[src/rtl/qcl_button_pkg.sv]
// qcl_button_pkg: shared event codes, FSM states and widths for the button event classifier
package qcl_button_pkg;
    localparam int qcl_button_event_width_gp = 2;
    typedef enum logic [1:0] {
        PRESS         = 2'b00,
        SHORT_RELEASE = 2'b01,
        LONG          = 2'b10,
        LONG_RELEASE  = 2'b11
    } qcl_button_event_e;
    typedef enum logic [1:0] {
        IDLE,
        HELD,
        HELD_LONG
    } qcl_button_state_e;
endpackage

[src/rtl/qcl_fifo_2.sv]
// qcl_fifo_2: two-entry valid/yumi buffer with registered head
// Ports: clk_i, reset_n_i (async active-low); v_i/data_i enqueue side, full_o when both slots hold data;
//        v_o/data_o head of buffer, yumi_i consumer takes the head this cycle.
// Empty slots are kept at zero so data_o reads 0 whenever v_o is low.
module qcl_fifo_2 #(
    parameter int width_p = 2
) (
    input  logic               clk_i,
    input  logic               reset_n_i,
    input  logic               v_i,
    input  logic [width_p-1:0] data_i,
    output logic               full_o,
    output logic               v_o,
    output logic [width_p-1:0] data_o,
    input  logic               yumi_i
);
    logic [width_p-1:0] mem0_q, mem0_d, mem1_q, mem1_d;
    logic v0_q, v0_d, v1_q, v1_d;
    logic deq, enq, rem0, rem1;
    always_comb begin
        deq    = yumi_i & v0_q;
        enq    = v_i & (~v1_q | deq);
        // occupancy once the dequeue has shifted slot 1 into slot 0
        rem0   = deq ? v1_q : v0_q;
        rem1   = deq ? 1'b0 : v1_q;
        mem0_d = (enq && !rem0) ? data_i : deq ? mem1_q : mem0_q;
        mem1_d = (enq && rem0) ? data_i : deq ? '0 : mem1_q;
        v0_d   = rem0 | enq;
        v1_d   = rem1 | (enq & rem0);
    end
    always_ff @(posedge clk_i or negedge reset_n_i) begin
        if (!reset_n_i) begin
            mem0_q <= '0;
            mem1_q <= '0;
            v0_q   <= 1'b0;
            v1_q   <= 1'b0;
        end else begin
            mem0_q <= mem0_d;
            mem1_q <= mem1_d;
            v0_q   <= v0_d;
            v1_q   <= v1_d;
        end
    end
    assign full_o = v1_q;
    assign v_o    = v0_q;
    assign data_o = mem0_q;
endmodule

[src/rtl/qcl_button_event.sv]
// qcl_button_event: classifies a debounced button level into press/release/long events on a valid/yumi stream
// Ports: clk_i, reset_n_i (async active-low); i debounced level (1 = pressed);
//        v_o/event_o head event, yumi_i consumer takes it; overflow_o sticky dropped-event flag.
// Build option: QCL_BUTTON_EVENT_LONG_EN enables the hold counter, LONG and LONG_RELEASE.
module qcl_button_event
    import qcl_button_pkg::*;
#(
    parameter int long_cycles_p = 50_000_000,
    parameter int cnt_width_p   = $clog2(long_cycles_p)
) (
    input  logic                                 clk_i,
    input  logic                                 reset_n_i,
    input  logic                                 i,
    output logic                                 v_o,
    output logic [qcl_button_event_width_gp-1:0] event_o,
    input  logic                                 yumi_i,
    output logic                                 overflow_o
);
    qcl_button_state_e state_q, state_d;
    qcl_button_event_e enq_event;
    logic i_r_q, overflow_q, overflow_d;
    logic rise, fall, enq_v, full, long_hit;
`ifdef QCL_BUTTON_EVENT_LONG_EN
    logic [cnt_width_p-1:0] cnt_q, cnt_d;
    assign long_hit = (state_q == HELD) && i && (cnt_q == cnt_width_p'(long_cycles_p - 1));
    // counter runs only while HELD; held at zero in IDLE and frozen in HELD_LONG
    assign cnt_d = (state_q == IDLE) ? '0
                 : (state_q == HELD && !fall && !long_hit && cnt_q != '1) ? cnt_q + cnt_width_p'(1)
                 : cnt_q;
    always_ff @(posedge clk_i or negedge reset_n_i) begin
        if (!reset_n_i) cnt_q <= '0;
        else cnt_q <= cnt_d;
    end
`else
    logic unused_cfg;
    assign long_hit   = 1'b0;
    assign unused_cfg = ^{long_cycles_p, cnt_width_p};
`endif
    always_comb begin
        rise      = i & ~i_r_q;
        fall      = ~i & i_r_q;
        state_d   = state_q;
        enq_v     = 1'b0;
        enq_event = PRESS;
        unique case (state_q)
            IDLE: if (rise) begin
                enq_v   = 1'b1;
                state_d = HELD;
            end
            // a release on the same edge as the long threshold counts as short
            HELD: if (fall) begin
                enq_v     = 1'b1;
                enq_event = SHORT_RELEASE;
                state_d   = IDLE;
            end else if (long_hit) begin
                enq_v     = 1'b1;
                enq_event = LONG;
                state_d   = HELD_LONG;
            end
            HELD_LONG: if (fall) begin
                enq_v     = 1'b1;
                enq_event = LONG_RELEASE;
                state_d   = IDLE;
            end
            default: state_d = IDLE;
        endcase
        overflow_d = overflow_q | (enq_v & full & ~(yumi_i & v_o));
    end
    always_ff @(posedge clk_i or negedge reset_n_i) begin
        if (!reset_n_i) begin
            state_q    <= IDLE;
            i_r_q      <= 1'b0;
            overflow_q <= 1'b0;
        end else begin
            state_q    <= state_d;
            i_r_q      <= i;
            overflow_q <= overflow_d;
        end
    end
    qcl_fifo_2 #(.width_p(qcl_button_event_width_gp)) fifo (
        .clk_i    (clk_i),
        .reset_n_i(reset_n_i),
        .v_i      (enq_v),
        .data_i   (enq_event),
        .full_o   (full),
        .v_o      (v_o),
        .data_o   (event_o),
        .yumi_i   (yumi_i)
    );
    assign overflow_o = overflow_q;
endmodule

[config.mk]
export PLATFORM = sky130hd
export DESIGN_NAME = qcl_button_event
export DESIGN_NICKNAME = d
export VERILOG_FILES = /design/src/rtl/qcl_button_pkg.sv /design/src/rtl/qcl_fifo_2.sv /design/src/rtl/qcl_button_event.sv
export SDC_FILE = /design/constraint.sdc
export NUM_CORES = 1
export LEC_CHECK = 0
export ABC_AREA = 1
export BUFFER_PORTS_ARGS = -buffer_cell sky130_fd_sc_hd__buf_2
export CORE_AREA = 5 5 42 44
export CTS_BUF_LIST = sky130_fd_sc_hd__clkbuf_4 sky130_fd_sc_hd__clkbuf_8
export DETAILED_ROUTE_END_ITERATION = 10
export DIE_AREA = 0 0 47 49
export PLACE_DENSITY = 0.54
export SKIP_LAST_GASP = 1
export SLEW_MARGIN = 20
export SYNTH_ARGS = -nofsm -noshare
export SYNTH_HDL_FRONTEND = slang
export SYNTH_SLANG_ARGS = --single-unit
export TNS_END_PERCENT = 100
[constraint.sdc]
create_clock -name clk_i -period 1.5 [get_ports clk_i]
set_input_delay 0.3 -clock clk_i [delete_from_list [all_inputs] [get_ports clk_i]]
set_output_delay 0.3 -clock clk_i [all_outputs]
set_load 0.005 [all_outputs]
==> out/results.ini, run 1 <==
[final_layout]
layout_commonest_cell=nand2_1
final_area_um2=419.2
antenna_cells=0
stdcell_count=69
synthToLayoutAreaGrowth_pct=24.54
layout_common_cells=nand2_1, inv_1, dfrtp_1
drive_gt1_share_pct=20.75
fin_nets=58

[hold_path]
hold_depth=1
min_to=i_r_q
min_from=i
hold_class=in2reg

[timing]
fin_worst_skew_ns=0.008209
fmax_ghz=0.9233
setup_slack_ns=0.4169
maxSlewViolCount=0
finalSetupTns_ns=0
period_needed_ns=1.083
finalCritPeriodShare_pct=72.21
rsz0062_at_grt=no
finalHoldViolations=0
final-setup-viol-count=0

[critical_path]
crit_chain=buf_2
critPathKind=reg2out
crit_family=flip-flops
worstSetupEndpointType=output port
r2r_start=state_q[0]
r2r-end=fifo.mem1_q[0]
cp.depth=1
cp_slowest_cell=dfrtp_1
ff2ff_path_depth=6
cpPeakStageDelay_ns=0.39
crit_fanout=4
required_ns=1.20
critPathLaunchType=flip-flop
r2r_setup_slack_ns=0.52
worstPathArrival_ns=0.78
crit_buf_inv=1

[power]
power_switching_uw=212.1
netSwitchingFraction_pct=32.41
power_frac_seq_pct=42.5
ir_worst_vdd_v=0.0006136
p_comb_share_pct=28.2
internal-power_uw=442.2
power_leakage_nw=0.2406
powerDensity_mw_per_mm2=1561
p_clk_share_pct=29.3

[logic_synthesis]
synth_area_per_cell_um2=7.827
ys_types=12
yosysSeqAreaShare_pct=52.04
synthCells=43
netlist_area_um2=336.6
yosysWarnings=0
ys_seq_elements=7
synth.net_count=47

[clock_network]
clk_transition_reported_paths_ns=0.06
cts_num_sinks=7
clk_latency_ns=0.25
cts-root-buf=clkbuf_4
cts-htree-levels=1
clockBufferDepth=2
cts_buffers=3
cts_tree=done
cts_resized=0

[die]
dieWidth_um=47
start_util_pct=24.02
num_rows=14
core_area_mm2=0.001401
die_area_mm2=0.002303
io_pins=8
die_y_um=49

[global_route]
grt_antenna_before_repair=0
grt-ovfl-total=0
grt_pass1_vias=278
grt_pass1_wl_mm=1.076
grt_usage_pct=6.965
grt_max_degree=8

[detailed_routing]
drt_iter0_drc=4
wirelength_um=606
firstDrtPassIters=4
vias_per_cell=4.072
drc=0
wl_per_cell_um=8.783
vias=281
antenna_left=0

[place]
gp_congestion=0.7091
dp.cells=64
io_buffer_count=6
placed_area_um2=379.1
dpl.hpwl_um=463.9
pre_cts_slack_ns=0.4965

[job]
cap_violations=0

[run_status]
status=complete, no violations

-- cell families after synthesis --
kind of cell	share of synthesized area (%)
flip-flops	52.05
other	1.114
AO/OA/AOI/OAI	7.437
AND/OR/NAND/NOR	28.25
buffers and inverters	11.15
-- power groups by stage --
stage               combinational [mW]  clock, mW  sequential [mW]
global placement                 0.184          0            0.282
CTS                              0.189      0.201            0.279
global route                     0.210      0.216            0.287
floorplan                        0.118          0            0.281
detailed placement               0.185          0            0.283
finish                           0.184      0.192            0.278
-- flip-flops by register name, indices dropped and copies added, names as in the netlist --
| register | cells |
|---|---|
| fifo.full_o | 1 |
| fifo.mem1_q | 1 |
| fifo.data_o | 1 |
| overflow_o | 1 |
| i_r_q | 1 |
| state_q | 1 |
| fifo.v_o | 1 |
-- area by class of cell --
class                           count  area [um2]
Fill cell                         160       982.2
Sequential cell                     7       175.2
Multi-Input combinational cell     27       123.9
Timing Repair Buffer                7       40.04
Clock buffer                        4       30.03
Inverter                            8       30.03
Tap cell                           16       20.02
-- worst max-delay path by stage --
stage,from,end,slack [ns]
5_1_grt,fifo.v_o,v_o,0.37
3_3_place_gp,i,fifo.mem1_q[0],0.50
6_report,fifo.v_o,v_o,0.42
4_1_cts,fifo.v_o,v_o,0.40
2_1_floorplan,fifo.v_o,fifo.data_o[0],0.59
3_5_place_dp,i,fifo.mem1_q[0],0.50
-- what timing repair did --
action                     4_1_cts  5_1_grt
setup endpoints to repair        0        0
hold endpoints to repair         7        0
hold buffers                     1        0
setup buffers                    0        0
-- Yosys cell counts --
| cell type | n | area share [%] |
|---|---|---|
| inv_1 | 8 | 8.9 |
| nand2_1 | 14 | 16 |
| o21bai_1 | 1 | 2.2 |
| nand3_1 | 4 | 5.9 |
| buf_4 | 1 | 2.2 |
| dfrtp_1 | 7 | 52 |
| nand4_1 | 2 | 3.7 |
| o21ai_0 | 2 | 3.0 |
| a21boi_1 | 1 | 2.2 |
| conb_1 | 1 | 1.1 |
| nand2_2 | 1 | 1.9 |
| nor2_1 | 1 | 1.1 |
-- stage by stage --
| stage | utilization [%] | hold slack [ns] | total power [mW] |
|---|---|---|---|
| CTS | 29.91 | 0.1857 | 0.6693 |
| floorplan | - | 0.004409 | 0.3992 |
| global route | 29.91 | 0.1925 | 0.7125 |
| finish | 29.91 | 0.1978 | 0.6543 |
| global placement | 27.05 | 0.1460 | 0.4667 |
| detailed placement | 27.05 | 0.1457 | 0.4679 |
-- layer usage --
layer  global-route usage, %  up-vias  part of all wire [%]
met5                       0        -                     0
met4                   5.530        0                  0.83
met3                   4.428        2                   7.1
met2                   7.919       10                    40
met1                   8.824      118                    52
li1                        -      151                     -
Note: power is estimated with default switching activity, not from simulation.
==> run 2, diff against run 1 <==
--- a/config.mk
+++ b/config.mk
@@ -11,7 +11,7 @@
 export CTS_BUF_LIST = sky130_fd_sc_hd__clkbuf_4 sky130_fd_sc_hd__clkbuf_8
 export DETAILED_ROUTE_END_ITERATION = 10
 export DIE_AREA = 0 0 47 49
-export PLACE_DENSITY = 0.54
+export PLACE_DENSITY = 0.55
 export SKIP_LAST_GASP = 1
 export SLEW_MARGIN = 20
 export SYNTH_ARGS = -nofsm -noshare
==> constraint.sdc (replaced) <==
create_clock -name clk_i -period 0.9 [get_ports clk_i]
set_input_delay 0.18 -clock clk_i [delete_from_list [all_inputs] [get_ports clk_i]]
set_output_delay 0.18 -clock clk_i [all_outputs]
set_load 0.005 [all_outputs]
==> run 2 against run 1 <==
Against the previous run:
- the flow now finishes with violations (setup timing)
- power increased by 88%
- sequential cell count unchanged
- wire length increased by 10%
- die area unchanged
- sequential power increased by 71%
- combinational power increased by 140%
- first-iteration DRC count decreased by 100%
- cell count increased by 5.8%
- critical path type unchanged
- largest cell class unchanged
- largest power group unchanged
==> out/results.ini, run 2 (synthesis results as in run 1) <==
[run_status]
status=complete, but fails checks  ; was complete, no violations
violations=setup timing

[hold_path]
min_from=i  ; unchanged
min_to=i_r_q  ; unchanged
hold_depth=1  ; unchanged
hold_class=in2reg  ; unchanged

[timing]
period_needed_ns=0.9776
maxSlewViolCount=0  ; unchanged
finalHoldViolations=0  ; unchanged
finalCritPeriodShare_pct=108.6
setup_slack_ns=-0.07758  ; was 0.4169 ns
fin_worst_skew_ns=0.001058  ; was 0.008209 ns
whs_ns=0.1060  ; was 0.1978 ns
rsz0062_at_grt=yes  ; was no
fmax_ghz=1.023
final-setup-viol-count=5  ; was 0

[critical_path]
r2r-end=fifo.mem1_q[0]  ; unchanged
crit_buf_inv=1  ; unchanged
worstSetupEndpointType=output port  ; unchanged
critPathKind=reg2out  ; unchanged
cp_slowest_cell=dfrtp_1  ; unchanged
crit_fanout=4  ; unchanged
worstPathArrival_ns=0.80  ; was 0.78 ns
critPathLaunchType=flip-flop  ; unchanged
cpPeakStageDelay_ns=0.41  ; was 0.39 ns
required_ns=0.72  ; was 1.20 ns
r2r_setup_slack_ns=-0.04  ; was 0.52 ns
crit_chain=buf_2  ; unchanged
ff2ff_path_depth=6  ; unchanged
crit_family=flip-flops  ; unchanged
r2r_start=i_r_q  ; was state_q[0]

[final_layout]
final_area_um2=485.5  ; was 419.2 um2
multi_input_area_um2=160.2  ; was 123.9 um2
layout_commonest_cell=nand2_1  ; unchanged
layout_common_cells=nand2_1, dfrtp_1, buf_2  ; was nand2_1, inv_1, dfrtp_1
stdcell_count=73  ; was 69
fillers=156  ; was 160
synthToLayoutAreaGrowth_pct=44.24  ; was 24.54%
antenna_cells=0  ; unchanged
drive_gt1_share_pct=42.11  ; was 20.75%
regArea_um2=175.2  ; unchanged
fin_nets=62  ; was 58

[power]
power_leakage_nw=0.2611  ; was 0.2406 nW
ir_worst_vdd_v=0.0009668  ; was 0.0006136 V
powerDensity_mw_per_mm2=2533  ; was 1561 mW/mm2
power_mw=1.230  ; was 654.3 uW

[detailed_routing]
highest_layer=met4  ; unchanged
vias=303  ; was 281
firstDrtPassIters=1  ; was 4
antenna_left=0  ; unchanged
wirelength_um=667  ; was 606 um
wl_per_cell_um=9.137  ; was 8.783 um
wl_met3_um=36  ; was 43 um
vias_per_cell=4.151  ; was 4.072
drt_iter0_drc=0  ; was 4
wl_met1_um=316  ; unchanged
drc=0  ; unchanged
wl_met2_um=295  ; was 241 um

[global_route]
grt_max_degree=8  ; unchanged
grt-ovfl-total=0  ; unchanged
grt_usage_pct=7.512  ; was 6.965%
grt_antenna_before_repair=0  ; unchanged
grt_pass1_vias=316  ; was 278
grt_pass1_wl_mm=1.179  ; was 1.076 mm

[place]
dp.cells=65  ; was 64
io_buffer_count=6  ; unchanged
dpl.hpwl_um=484.6  ; was 463.9 um
placed_area_um2=396.6  ; was 379.1 um2
gp_congestion=0.7358  ; was 0.7091
pre_cts_slack_ns=-0.06359  ; was 0.4965 ns

[die]
die_area_mm2=0.002303  ; unchanged
num_rows=14  ; unchanged
core_area_mm2=0.001401  ; unchanged
io_pins=8  ; unchanged
die_y_um=49  ; unchanged
dieWidth_um=47  ; unchanged
start_util_pct=24.02  ; unchanged

[clock_network]
cts-root-buf=clkbuf_4  ; unchanged
cts-htree-levels=1  ; unchanged
cts_buffers=3  ; unchanged
cts_tree=done  ; unchanged
cts_num_sinks=7  ; unchanged
clk_transition_reported_paths_ns=0.05  ; was 0.06 ns
clk_latency_ns=0.25  ; about the same
clockBufferDepth=2  ; unchanged

[job]
cap_violations=0  ; unchanged

==> run 2: cell count changes in the layout (fill, tap and decap cells not counted), sizes merged <==
cell  delta
buf      +4
==> run 2: worst max path at each step <==
stage	cells past startpoint	to	from
final	1	v_o	fifo.v_o
after global routing	1	v_o	fifo.v_o
after CTS	1	v_o	fifo.v_o
after detailed placement	6	fifo.mem1_q[0]	state_q[0]
after global placement	6	fifo.mem1_q[0]	state_q[0]
after floorplan	4	fifo.mem1_q[0]	fifo.v_o
==> run 2: layer usage <==
layer	vias up	GRT usage (%)
met1	135	7.848
met2	7	10.63
met3	2	3.321
met4	0	6.912
met5	-	0
li1	159	-
==> run 2: repair_timing <==
item	in CTS	in global routing
hold endpoints to repair	7	0
gates resized for setup	7	2
hold buffers	1	0
endpoints found under the setup margin	7	8
pin swaps	2	0
setup buffers	3	0
==> run 2: layout make-up <==
class,count,share of cell area (%)
sequential,7,36.08
multi-input combinational,27,32.99
timing repair buffer,11,14.43
clock buffer,4,6.186
inverter,8,6.186
tap,16,4.124
==> run 2: power breakdown <==
part           switching (mW)  leakage (nW)  internal (mW)
registers              0.0677        0.0855          0.408
clock network           0.122        0.0184          0.200
logic                   0.220         0.157          0.213
total                   0.409         0.261          0.821
==> run 2: metrics by stage <==
step | utilization (%) | setup TNS, ns
final | 34.64 | -0.1963
after global routing | 34.64 | -0.6010
after CTS | 34.11 | -0.2271
after detailed placement | 28.30 | -0.1387
after global placement | 28.30 | -0.08991
after floorplan | - | 0
==> run 2: worst register-to-register path, stage by stage (launching register included) <==
cell and delay [ns]:
dfrtp_1 0.40, inv_2 0.09, nand3_4 0.08, nand2_4 0.09, nand3_2 0.08, nand2_1 0.06, nand2_1 0.04
